**config.mk**
```make
export PLATFORM = sky130hd
export DESIGN_NAME = hack_cpu
export DESIGN_NICKNAME = d
export VERILOG_FILES = /design/src/rtl/hack_cpu.sv
export SDC_FILE = /design/constraint.sdc
export NUM_CORES = 1
export LEC_CHECK = 0
export BUFFER_PORTS_ARGS = -buffer_cell sky130_fd_sc_hd__buf_2
export CAP_MARGIN = 20
export CORE_UTILIZATION = 50
export DETAILED_ROUTE_END_ITERATION = 8
export GPL_TIMING_DRIVEN = 0
export HOLD_SLACK_MARGIN = 0.12
export PLACE_DENSITY = 0.76
export SLEW_MARGIN = 10
export SYNTH_ARGS = -nofsm -noshare
export SYNTH_HDL_FRONTEND = slang
export SYNTH_SLANG_ARGS = --single-unit
export TNS_END_PERCENT = 5
```
**constraint.sdc**
```tcl
create_clock -name clk -period 7.5 [get_ports clk]
set_input_delay 1.125 -clock clk [delete_from_list [all_inputs] [get_ports clk]]
set_output_delay 1.125 -clock clk [all_outputs]
set_load 0.02 [all_outputs]
```
**src/rtl/hack_cpu.sv**
```systemverilog
// Hack CPU: A/D/PC registers, A/C-instruction decode and jump logic driving a 16-bit Hack ALU.
// One instruction retires per enabled rising edge; outM, writeM and addressM are combinational.
module alu #(
  parameter int WIDTH = 16
) (
  input  logic [WIDTH-1:0] x,
  input  logic [WIDTH-1:0] y,
  input  logic             zx,
  input  logic             nx,
  input  logic             zy,
  input  logic             ny,
  input  logic             f,
  input  logic             no,
  output logic [WIDTH-1:0] out,
  output logic             zr,
  output logic             ng
);
  logic [WIDTH-1:0] x_z, x_n, y_z, y_n, res;

  always_comb begin
    x_z = zx ? '0 : x;
    x_n = nx ? ~x_z : x_z;
    y_z = zy ? '0 : y;
    y_n = ny ? ~y_z : y_z;
    res = f ? (x_n + y_n) : (x_n & y_n);
    out = no ? ~res : res;
    zr  = (out == '0);
    ng  = out[WIDTH-1];
  end
endmodule

module hack_cpu #(
  parameter int WIDTH    = 16,
  parameter int PC_WIDTH = 15
) (
  input  logic                clk,
  input  logic                rst_n,
  input  logic                en,
  input  logic [WIDTH-1:0]    instruction,
  input  logic [WIDTH-1:0]    inM,
  output logic [WIDTH-1:0]    outM,
  output logic                writeM,
  output logic [PC_WIDTH-1:0] addressM,
  output logic [PC_WIDTH-1:0] pc,
  output logic [WIDTH-1:0]    dbg_a,
  output logic [WIDTH-1:0]    dbg_d
);
  localparam logic [PC_WIDTH-1:0] PC_ONE = PC_WIDTH'(1);

  logic [WIDTH-1:0]    a_q, d_q;
  logic [PC_WIDTH-1:0] pc_q;
  logic [WIDTH-1:0]    alu_y, alu_out;
  logic                alu_zr, alu_ng;
  logic                is_c, dest_a, dest_d, dest_m, jump_taken;
  logic [1:0]          unused_bits;

  assign is_c        = instruction[15];
  assign dest_a      = instruction[5];
  assign dest_d      = instruction[4];
  assign dest_m      = instruction[3];
  assign unused_bits = instruction[14:13];

  // Operands always come from pre-edge register values.
  assign alu_y = instruction[12] ? inM : a_q;

  alu #(.WIDTH(WIDTH)) u_alu (
    .x   (d_q),
    .y   (alu_y),
    .zx  (instruction[11]),
    .nx  (instruction[10]),
    .zy  (instruction[9]),
    .ny  (instruction[8]),
    .f   (instruction[7]),
    .no  (instruction[6]),
    .out (alu_out),
    .zr  (alu_zr),
    .ng  (alu_ng)
  );

  assign jump_taken = is_c & ((instruction[2] & alu_ng) |
                              (instruction[1] & alu_zr) |
                              (instruction[0] & ~alu_ng & ~alu_zr));

  always_ff @(posedge clk) begin
    if (!rst_n) begin
      a_q  <= '0;
      d_q  <= '0;
      pc_q <= '0;
    end else if (en) begin
      if (!is_c) begin
        a_q <= instruction;
      end else if (dest_a) begin
        a_q <= alu_out;
      end
      if (is_c && dest_d) begin
        d_q <= alu_out;
      end
      // Jump target is the A value before this edge, even when dest_a also writes A.
      pc_q <= jump_taken ? a_q[PC_WIDTH-1:0] : pc_q + PC_ONE;
    end
  end

  assign outM     = alu_out;
  assign writeM   = rst_n & en & is_c & dest_m;
  assign addressM = a_q[PC_WIDTH-1:0];
  assign pc       = pc_q;
  assign dbg_a    = a_q;
  assign dbg_d    = d_q;
endmodule

```
# Word level (Yosys, flattened, before mapping)
# Index checks and enable logic that the tools add are counted.
# classes
add_sub_neg	2
eq_ne	1
muxes	10
bitwise_logic	16
reduce_logical	4
# op_table
operator	count
$mux W16	9
$not A16 Y16	3
$add A16 B16 Y16	1
$and A16 B16 Y16	1
$logic_not A16 Y1	1
$add A15 B1 Y15 const B	1
$mux W15	1
$and A1 B1 Y1	8
$reduce_and A2 Y1	2
$ne A2 B2 Y1 const B	1
$not A1 Y1	2
$or A1 B1 Y1	2
$logic_and A1 B1 Y1	1
# totals
reg_bits	47
in_bits	35
word_cells	36

# Longest topological paths before layout
# Gate-level depths: netlist of the first run.
# logic_depth
ltp_word	14
depth_mapped	20
ltp_nobuf	17

# Hierarchy
# A second synthesis of the first run with hierarchy kept.
# hier_totals
hier_cells	566
hier_area_um2	4475.5
# modules_own_cells
module	instances	cells_each	area_each_um2
hack_cpu	1	299	2568.7
alu	1	267	1906.8

# Worst setup path after synthesis of the first run
# OpenSTA, ideal clock, no wires.
# synth_timing
kind	input -> register
start	input port instruction[12]
end	register pc_q[2], in the netlist pc[2]
setup_ns	0.125
arrival_ns	5.665
setup_slack_ns	1.710
cell_stages	19
n_path_buf	3
path_cell_list	clkbuf_1 -> clkbuf_1 -> mux2i_1 -> nor2_1 -> xor2_1 -> ha_1 -> and3_1 -> a221oi_2 -> o2111ai_1 -> a211oi_1 -> xnor2_1 -> inv_1 -> a2111o_1 -> nor4_2 -> a41oi_1 -> a221oi_2 -> buf_2 -> nor3b_1 -> o41a_1
# synth_between
elab_chain_cells	14
# synth_lines
item	line	source
start, declared	39	input logic [WIDTH-1:0] instruction,
$mux W16 *	64	assign alu_y = instruction[12] ? inM : a_q;
$mux W16 *	23	y_z = zy ? '0 : y;
$not A16 Y16	24	y_n = ny ? ~y_z : y_z;
$mux W16 *	24	
$add A16 B16 Y16 or $and A16 B16 Y16 (tied branches)	25	res = f ? (x_n + y_n) : (x_n & y_n);
$mux W16 *	25	
$not A16 Y16	26	out = no ? ~res : res;
$mux W16 *	26	
net outM[8]	41	output logic [WIDTH-1:0] outM,
$logic_not A16 Y1 *	27	zr = (out == '0);
$and A1 B1 Y1 or $not A1 Y1 (tied branches)	81, 82	
$or A1 B1 Y1 or $and A1 B1 Y1 (tied branches)	80, 82	
$or A1 B1 Y1 *	81	(instruction[1] & alu_zr) |
$and A1 B1 Y1 *	80	assign jump_taken = is_c & ((instruction[2] & alu_ng) |
$mux W15 *	99	pc_q <= jump_taken ? a_q[PC_WIDTH-1:0] : pc_q + PC_ONE;
end signal, assigned	99	
end, declared	51	logic [PC_WIDTH-1:0] pc_q;
# Mark *: on every way through the listed nets, which the timed path passes. The rest lies on a longest branch.
# A chain may end at the register's enable or synchronous reset.

# Worst setup path in the final report of the first run
# layout_timing
start	input port instruction[10]
end	output port outM[12]
# layout_between
elab_chain_cells	5
# layout_lines
item	line	source
$mux W16 *	22	x_n = nx ? ~x_z : x_z;
$add A16 B16 Y16 or $and A16 B16 Y16 (tied branches)	25	
$mux W16 *	25	
$not A16 Y16	26	
$mux W16 *	26	
end, declared	41	
# Mark *: on every way between the ends. The rest lies on a longest branch, timed or not.

==> results of run 1 <==
[state kept, by name, indices dropped and copies added (netlist names)]
name and cells:
dbg_a 16, pc 15, dbg_d 16
[kinds of logic after synthesis]
logic type                 share of synthesized area (%)
muxes                                               6.47
AOI/OAI and AO/OA                                   22.3
xor gates and xnor gates                            10.2
adders and majority gates                           5.32
DFF                                                 21.5
and+or+nand+nor                                     27.0
buffers and inverters                               7.24
[worst register-to-register path: cells and delay by family, from the launching register on]
kind | cells | cell delay [ns]
adders and majority gates | 2 | 0.69
AOI/OAI and AO/OA | 8 | 2.55
buffers and inverters | 2 | 0.41
muxes | 1 | 0.15
and+or+nand+nor | 3 | 0.34
xor gates and xnor gates | 2 | 0.41
DFF | 1 | 0.36
[routing by layer]
layer / vias up / global-route usage (%) / wire (um)
li1: 2219 / - / -
met1: 2253 / 42.1 / 5920
met2: 245 / 46.3 / 6050
met3: 25 / 4.39 / 1290
met4: 0 / 9.45 / 295
met5: - / 0 / 0
[power by group through the flow]
stage	Sequential (uW)	Clock, uW	Combinational (uW)
2_1_floorplan	307	0	311
3_3_place_gp	290	0	451
3_5_place_dp	292	0	458
4_1_cts	286	171	461
5_1_grt	289	181	503
6_report	286	169	467
[how the worst min path moves through the flow]
stage	start	end	slack, ns
finish	dbg_d[4]	dbg_d[4]	0.49
floorplan	dbg_a[15]	dbg_a[15]	0.55
detailed placement	dbg_d[7]	dbg_d[7]	0.48
global placement	dbg_d[10]	dbg_d[10]	0.46
CTS	dbg_d[6]	dbg_d[6]	0.50
global route	dbg_d[14]	dbg_d[14]	0.51
[Yosys cell counts (9+ instances only)]
cell type | instances | area (um2)
nor2b_1 | 18 | 113
clkbuf_1 | 29 | 109
xnor2_1 | 31 | 272
inv_1 | 12 | 45.0
and3_1 | 32 | 200
nand3b_1 | 13 | 97.6
o21ai_0 | 16 | 80.1
a21oi_1 | 33 | 165
ha_1 | 17 | 213
nand2b_1 | 29 | 181
nor2_1 | 32 | 120
a21o_1 | 9 | 67.6
mux2i_1 | 26 | 260
o31a_1 | 13 | 114
nand2_1 | 48 | 180
nand3_1 | 10 | 50.1
a21boi_0 | 16 | 120
dfxtp_1 | 47 | 941
buf_4 | 16 | 120
xor2_1 | 20 | 175
[stage by stage]
stage                     util [%]  hold slack (ns)  instance area (um2)  cells
after floorplan                  -            0.550                 4370    560
after global routing          61.5            0.514                 5130    780
after CTS                     61.5            0.496                 5130    780
after global placement        60.4            0.465                 5040    772
final                         61.5            0.492                 5130    780
after detailed placement      60.4            0.482                 5040    772
[final cells by class]
type / instances / area share [%]
buffer: 55 / 5.29
clock buffer: 5 / 1.34
clock inverter: 3 / 0.439
inverter: 12 / 0.878
multi-input combinational: 446 / 60.7
sequential: 47 / 18.3
tap: 105 / 2.56
timing repair buffer: 107 / 10.4
[placed cells by master (no fill, tap or decap), drive strengths merged, types with 2 or more instances in the layout]
| master | n |
|---|---|
| nor3b | 6 |
| ha | 17 |
| nand4 | 3 |
| clkbuf | 34 |
| nand2b | 29 |
| clkinv | 2 |
| nor3 | 4 |
| o21a | 3 |
| a21boi | 16 |
| dfxtp | 47 |
| inv | 13 |
| o211a | 8 |
| o31a | 13 |
| o22ai | 6 |
| and4b | 2 |
| nand2 | 48 |
| a21oi | 33 |
| xor2 | 20 |
| nor2 | 32 |
| a221o | 2 |
| xnor2 | 31 |
| and4 | 4 |
| and3 | 32 |
| mux2i | 27 |
| or3 | 6 |
| o211ai | 8 |
| a211oi | 6 |
| nand3b | 13 |
| a21o | 9 |
| or3b | 3 |
| a31oi | 3 |
| nand3 | 10 |
| nor4 | 2 |
| nor2b | 18 |
| o21ai | 16 |
| a221oi | 2 |
| buf | 133 |
==> impl_summary.txt, run 1 <==
----------------------------------------------------
[Outcome]
  Outcome ... finished, final reports clean

[Place]
  GP Congestion ... around 0.93
  Pre-CTS worst setup slack ... 0.939 ns
  Buffers added on ports ... ~110
  Half-perimeter wire length after detailed placement ... 10,500 um

[Global routing]
  Initial antenna violation count ... 0
  Number of global-route vias before repair ... 4,178
  Pin count of the biggest net entering global routing ... 17
  Grt ovf ... 0
  Total routing resource utilization after global routing ... between 20% and 30%
  Global-route wire length before repair ... 20,900 um

[Synth]
  Netlist cell types ... between 50 and 60
  Count of flip-flops with a built-in enable after synthesis ... 0
  Synthesized flop and latch total ... 47
  Register area share after synthesis ... between 20% and 30%
  Post-synthesis area per instance ... 7.81 um2
  Syn. warnings ... 0
  Post-Syn Instances ... 560
  Post-Syn Nets ... 613
  Most frequently used flop master after synthesis ... dfxtp_1
  Netlist Area Pre-Place ... 4370 um2
  Post-synth ARST share ... 0%

[Routing]
  Average wire length per cell after detail routing ... 17.4 um
  Violation count after the first detailed-routing iteration ... 316
  DRC ... 0
  Vias after detailed routing ... 4,742
  Vias per std cell ... 6.08
  First drt pass iteration count ... 7
  Routed WL ... between 10,000 and 15,000 um
  DRT antenna net count ... 0

[STA]
  Final hold violations ... 0
  Slew at the pin closest to its max-slew limit ... 0.795 ns
  Count of endpoints failing setup in the final report ... 0
  Unrepaired setup endpoints after global routing ... no
  Final Worst Setup Slack ... 1.00 ns
  Worst clock skew on the final layout ... 0.0135 ns
  Total Negative Setup Slacks ... 0 ns
  Normalized max-slew margin ... 47.0%
  Time the worst path needs with I/O delays and setup ... 6.50 ns
  Max-slew violation total from the final report ... 0
  Maximum operating frequency ... around 150 MHz
  Part of the cycle the worst path needs ... 86.6%

[Pwr]
  Power share of the clock group ... 18.4%
  Total Power ... about 900 uW
  Switching power total ... 411 uW
  Power Dens Cells ... 180 nW/um2
  Int Power ... a little over 500 uW
  VDD IR max ... 0.000121 V
  Portion of total power attributed to combinational logic ... 50.6%
  Share of total power in sequential cells ... 31.0%
  Leak pwr ... roughly 0.0025 uW
  Switching Share ... 44.6%

[Final layout]
  Fill cell instance count of the final layout ... approximately 790
  Multi-input gate area ... 3110 um2
  Antenna diodes ... 0
  Fraction of final layout cells sized beyond drive strength 1 ... 21.2%
  Layout overhead on the synthesized area ... 17.3%
  Final Net Count ... about 730
  Total area of sequential cells ... 941 um2

[Floorplan]
  Count of standard-cell rows ... 33
  Effective utilization at floorplan ... 52.4%
  Area inside the core boundary ... between 8000 and 9000 um2
  Horiz. Die Dim ... approximately 96 um
  Die span in y ... 95.5 um
  Die ar. ... 9120 um2
  IO Count ... 114

[Worst hold path]
  Min-delay worst type ... flip-flop to flip-flop
  Hold path cells ... 2

[Clock tree]
  Count of hold-fix buffers inserted at cts ... 0
  Post_cts resized ... 0
  Total clock sinks ... 47
  H-tree Lvls ... 2
  Clock Latency Late Sink ... 0.32 ns
  Setup bufs post-CTS ... 0
  Root Buffer ... clkbuf_8
  Maximum buffer depth of the clock tree ... 2
  Clock slew at the register clock pins of the worst setup and hold paths ... 0.10 ns
  Total clock buffers created by CTS ... 5
  TritonCTS clock tree ... yes

[Worst setup path]
  Chain of cells forming the critical path ... clkbuf_1 > clkbuf_1 > xnor2_1 > ha_1 > fa_1 > a21o_1 > a221oi_2 > o21ai_0 > o41ai_2 > xnor2_1 > mux2i_1 > xor2_1 > inv_1 > buf_2
  CP delay by family, top ... buffers and inverters
  FF-to-FF setup slack ... 2.49 ns
  Critical-path cell with the highest stage delay ... clkbuf_1
  Setup crit start ... instruction[10]
  Crit path capture type ... output port
  CP Class ... input pin to output port
  Critical path's largest stage delay ... 0.67 ns
  Endpoint of the worst register-to-register path ... pc[2]
  Critical path arrival ... 5.37 ns
  Nature of the critical path startpoint ... input pin
  Total number of cells along the worst setup path ... 14
  FF-to-FF Start ... dbg_a[0]
  Buffers and inverters on the worst path ... 4
  Worst Path Required ... 6.38 ns
  Worst Reg2Reg Path Length in Cells ... 18
  Crit-path max FO ... 10
  Endpoint of the most critical setup path ... outM[12]

[Job]
  Max Cap Violations ... 0

----------------------------------------------------
No activity file was read; power rests on OpenSTA's default activity.
==> run 2, diff against run 1 <==
GPL_TIMING_DRIVEN = not set   (was 0)
MAX_ROUTING_LAYER = met4   (was not set)
==> run 2 against run 1 <==
Utilization fell by 2.8 points. Routed wire length fell by 12%. Clock power barely moved. First-iteration DRC count fell by 11%. Critical endpoint is now pc[10]. Largest cell class unchanged. Largest power group unchanged.
==> impl_summary.txt, run 2 (same netlist as run 1, synthesis figures left out) <==
----------------------------------------------------
[Outcome]
  Outcome ... finished, final reports clean

[Place]
  Number of placed instances with taps included ... 724
  Buffers added on ports ... around 110
  GP Congestion ... 0.899
  Half-perimeter wire length after detailed placement ... 8870 um
  Pre-CTS worst setup slack ... 1.22 ns

[Floorplan]
  Count of standard-cell rows ... 33
  IO Count ... 114
  Area inside the core boundary ... 8340 um2
  Horiz. Die Dim ... roughly 96 um
  Die span in y ... approximately 96 um
  Die ar. ... 9120 um2
  Effective utilization at floorplan ... 52.4%

[Global routing]
  Grt ovf ... 0
  Number of global-route vias before repair ... 4,002
  Initial antenna violation count ... 0
  Global-route wire length before repair ... 19,200 um
  Total routing resource utilization after global routing ... 27.7%
  Pin count of the biggest net entering global routing ... 58

[Clock tree]
  Clock Latency Late Sink ... 0.32 ns
  TritonCTS clock tree ... yes
  Clock slew at the register clock pins of the worst setup and hold paths ... 0.10 ns
  Setup bufs post-CTS ... 0
  Count of hold-fix buffers inserted at cts ... 0
  Post_cts resized ... 0
  Maximum buffer depth of the clock tree ... 2
  Root Buffer ... clkbuf_8
  Total clock buffers created by CTS ... 5
  Total clock sinks ... between 40 and 50
  H-tree Lvls ... 2

[STA]
  Unrepaired setup endpoints after global routing ... no
  Slew at the pin closest to its max-slew limit ... approximately 0.85 ns
  Normalized max-slew margin ... between 40% and 50%
  Final Worst Setup Slack ... roughly 1.5 ns
  Max-slew violation total from the final report ... 0
  Tightest hold margin ... 0.484 ns
  Worst clock skew on the final layout ... about 0.0063 ns
  Final hold violations ... 0
  Count of endpoints failing setup in the final report ... 0
  Time the worst path needs with I/O delays and setup ... 6.04 ns
  Part of the cycle the worst path needs ... 80.5%
  Total Negative Setup Slacks ... 0 ns
  Maximum operating frequency ... roughly 170 MHz

[Pwr]
  Leak pwr ... 0.00234 uW
  Total Power ... 897 uW
  VDD IR max ... 0.0000975 V
  Power Dens Cells ... 183 nW/um2

[Final layout]
  Leading cell types in the layout, fill and taps excluded ... 113 x buf_2, 48 x nand2_1, 47 x dfxtp_1
  Layout overhead on the synthesized area ... 12.0%
  Final Net Count ... around 680
  Leading cell type in the layout, fill and taps excluded ... buf_2
  Antenna diodes ... 0
  Fin cells ... about 730
  Fraction of final layout cells sized beyond drive strength 1 ... 20.7%

[Routing]
  Vias after detailed routing ... 4,333
  Routed WL ... 12,000 um
  Vias per std cell ... a little under 6
  Violation count after the first detailed-routing iteration ... about 280
  First drt pass iteration count ... 5
  DRC ... 0
  Average wire length per cell after detail routing ... between 15 and 20 um
  DRT antenna net count ... 0

[Worst setup path]
  Crit path capture type ... flip-flop
  Critical path arrival ... approximately 6.3 ns
  Crit-path max FO ... 20
  Critical-path cell with the highest stage delay ... a221oi_2
  CP Class ... input pin to flip-flop
  Critical path's largest stage delay ... 0.69 ns
  Chain of cells forming the critical path ... buf_2 > mux2i_1 > nor2_1 > xor2_1 > ha_1 > fa_1 > a21o_1 > a221oi_2 > o2111ai_1 > a211oi_1 > xnor2_1 > inv_1 > a2111o_1 > nor4_2 > a41oi_1 > a221oi_2 > buf_4 > a21oi_1 > o31a_1
  Nature of the critical path startpoint ... input pin
  Worst Path Required ... slightly below 8 ns
  Most prevalent standard cell on the critical path ... a221oi_2

[Job]
  Max Cap Violations ... 0

[Worst hold path]
  Min-delay worst type ... flip-flop to flip-flop

----------------------------------------------------
## run 2: cell types whose count changed in the layout (fill, tap and decap cells not counted)
cell / change
clkbuf_1: -29
buf_4: -15
buf_1: -6
buf_2: +2
clkinv_4: -1
inv_6: +1
## run 2: critical path, delay by kind of cell
kind,cells,cell delay [ns]
compound gates,9,2.69
buf+inv,3,0.84
fa+ha+maj,2,0.67
xor+xnor,2,0.35
simple gates,2,0.32
mux,1,0.25
## run 2: area by class of cell
cell class / instances / area, um2
clock inverter: 3 / 22.5
tap: 105 / 131
sequential: 47 / 941
fill: 784 / 3440
timing repair buffer: 114 / 573
clock buffer: 5 / 68.8
inverter: 12 / 45.0
multi-input combinational: 446 / 3110
## run 2: power by group
group	total [uW]	internal, uW	switching [uW]
combinational	445	165	280
sequential	284	266	18.0
clock	168	67.7	100
total	897	499	398
## run 2: routing by layer
layer,global-route usage (%),vias up,share of wire [%]
met5,-,-,0
met3,3.35,19,7.2
met2,46.5,187,48
met1,34.7,2015,43
li1,-,2112,-
met4,8.08,0,1.8
## run 2: final timing paths
kind,from,endpoint,slack (ns),cells past startpoint
max,instruction[12],pc[10],1.46,19
min,dbg_d[7],dbg_d[7],0.48,2
max reg2reg,dbg_a[0],pc[10],2.42,18
min reg2reg,dbg_d[7],dbg_d[7],0.48,2
## run 2: through the flow
step                      util, %  area, um2
final                        58.7       4900
after CTS                    58.7       4900
after floorplan                 -       4370
after global routing         58.7       4900
after global placement       57.6       4800
after detailed placement     57.6       4800
==> run 3, diff against run 2 <==
CORE_UTILIZATION = 49   (was 50)
PLACE_DENSITY = 0.78   (was 0.76)
clock period = 5.4 ns   (was 7.5 ns; I/O delays follow)
==> run 3 against run 2 <==
Sequential power grew 40%. Clock power is 34% higher. Final cell count is 1.8% higher. Clock-buffer cell count is 1 higher. Total power grew 40%. Largest power group unchanged. Sequential share of layout area is 0.34 points lower. Final area increased by 1.8%. Combinational power grew 43%.
==> impl_summary.txt, run 3 (same netlist as run 1, synthesis figures left out) <==
----------------------------------------------------
[Outcome]
  Outcome ... finished, final reports clean

[Final layout]
  Leading cell types in the layout, fill and taps excluded ... 113 x buf_2, 48 x nand2_1, 47 x dfxtp_1
  Final Net Count ... roughly 700
  Fill cell instance count of the final layout ... 849
  Fraction of final layout cells sized beyond drive strength 1 ... 21.8%
  Antenna diodes ... 0
  Layout overhead on the synthesized area ... 14.0%
  Utilization after layout ... a little under three fifths
  Leading cell type in the layout, fill and taps excluded ... buf_2
  Fin cells ... 745

[Routing]
  Vias per std cell ... 5.97
  Routed WL ... between 10,000 and 15,000 um
  Average wire length per cell after detail routing ... 16.1 um
  DRC ... 0
  Vias after detailed routing ... 4,447
  First drt pass iteration count ... 5
  DRT antenna net count ... 0
  Violation count after the first detailed-routing iteration ... 263

[Place]
  Half-perimeter wire length after detailed placement ... 8980 um
  GP Congestion ... 1.00
  Number of placed instances with taps included ... between 700 and 800
  Buffers added on ports ... 113

[Worst setup path]
  CP delay by family, top ... compound AO/OA/AOI/OAI gates
  Buffers and inverters on the worst path ... 3
  Critical-path cell with the highest stage delay ... fa_1
  Crit-path max FO ... 30
  Nature of the critical path startpoint ... input pin
  Chain of cells forming the critical path ... buf_2 > nand2b_1 > xnor2_1 > ha_1 > fa_1 > a21o_1 > a221oi_2 > o2111ai_1 > a211oi_1 > xnor2_1 > inv_1 > a2111o_1 > nor4_2 > a41oi_1 > a221oi_2 > buf_12 > nor3b_1 > o41a_1
  Critical path's largest stage delay ... ~0.42 ns
  Crit path capture type ... flip-flop
  Critical path arrival ... 5.23 ns
  Worst Path Required ... 5.60 ns
  CP Class ... input pin to flip-flop

[STA]
  Total Negative Setup Slacks ... 0 ns
  Time the worst path needs with I/O delays and setup ... 5.03 ns
  Worst clock skew on the final layout ... 0.00327 ns
  Unrepaired setup endpoints after global routing ... no
  Max-slew violation total from the final report ... 0
  Slew at the pin closest to its max-slew limit ... 0.863 ns
  Normalized max-slew margin ... 42.4%
  Tightest hold margin ... 0.487 ns
  Maximum operating frequency ... 199 MHz
  Final hold violations ... 0
  Count of endpoints failing setup in the final report ... 0
  Part of the cycle the worst path needs ... 93.1%

[Floorplan]
  Effective utilization at floorplan ... 50.4%
  Area inside the core boundary ... 8680 um2
  Count of standard-cell rows ... 34
  Die ar. ... 9300 um2
  IO Count ... 114
  Die span in y ... 96.5 um
  Horiz. Die Dim ... 96.5 um

[Global routing]
  Number of global-route vias before repair ... 3,993
  Total routing resource utilization after global routing ... 27.3%
  Initial antenna violation count ... 0
  Grt ovf ... 0
  Global-route wire length before repair ... 19,400 um
  Pin count of the biggest net entering global routing ... 58

[Clock tree]
  H-tree Lvls ... 2
  Root Buffer ... clkbuf_8
  TritonCTS clock tree ... yes
  Clock Latency Late Sink ... 0.31 ns
  Count of hold-fix buffers inserted at cts ... 0
  Post_cts resized ... 0
  Setup bufs post-CTS ... 0
  Clock slew at the register clock pins of the worst setup and hold paths ... 0.09 ns
  Maximum buffer depth of the clock tree ... 2
  Total clock sinks ... 47
  Total clock buffers created by CTS ... 5

[Pwr]
  Power Dens Cells ... between 200 and 300 nW/um2
  VDD IR max ... approximately 0.00012 V
  Leak pwr ... 0.00238 uW

[Job]
  Max Cap Violations ... 0

[Worst hold path]
  Min-delay worst type ... flip-flop to flip-flop

----------------------------------------------------
[run 3: changes by cell type in the layout (fill, tap and decap cells not counted), sizes merged]
cell and change:
clkbuf +1, inv -1, clkinv -1, buf +10
clkinvlp +1
[run 3: through the flow]
| step | cell area [um2] | worst slack [ns] | power, uW |
|---|---|---|---|
| finish | 4980 | 0.372 | 1260 |
| global route | 4980 | 0.133 | 1340 |
| CTS | 4980 | 0.428 | 1260 |
| detailed placement | 4900 | 0.120 | 1030 |
| global placement | 4900 | 0.291 | 1020 |
| floorplan | 4370 | 0.0234 | 859 |
[run 3: layout make-up]
type | instances | area (um2) | area share [%]
multi-input combinational | 446 | 3110 | 62.5
tap | 108 | 135 | 2.71
clock inverter | 2 | 16.3 | 0.326
inverter | 12 | 45.0 | 0.904
clock buffer | 6 | 72.6 | 1.46
timing repair buffer | 124 | 661 | 13.3
sequential | 47 | 941 | 18.9
[run 3: routing by layer]
metal | wire [um] | track usage, % | up-vias
li1 | - | - | 2132
met2 | 5690 | 43.5 | 191
met3 | 808 | 2.97 | 30
met4 | 320 | 9.44 | 0
met1 | 5210 | 35.9 | 2094
met5 | 0 | - | -
[run 3: report_power, final]
part	leakage, uW	total [uW]	internal [uW]	switching [uW]
combinational	0.00196	637	246	391
sequential	0.000384	397	370	26.4
clock	0.0000418	225	93.3	132
[run 3: worst reg2reg max path: cells and delay by family (launching register included)]
kind	cells	cell delay, ns
DFF	1	0.42
and+or+nand+nor	3	0.40
AOI/OAI and AO/OA	8	2.46
adders and majority gates	2	0.66
xor gates and xnor gates	2	0.30
buffers and inverters	2	0.30
muxes	1	0.10
[run 3: worst paths after layout]
| path | from | slack [ns] | to | cells past startpoint |
|---|---|---|---|---|
| max | instruction[11] | 0.37 | pc[2] | 18 |
| min | dbg_d[6] | 0.49 | dbg_d[6] | 2 |
| max reg2reg | dbg_a[0] | 0.66 | pc[2] | 18 |
| min reg2reg | dbg_d[6] | 0.49 | dbg_d[6] | 2 |
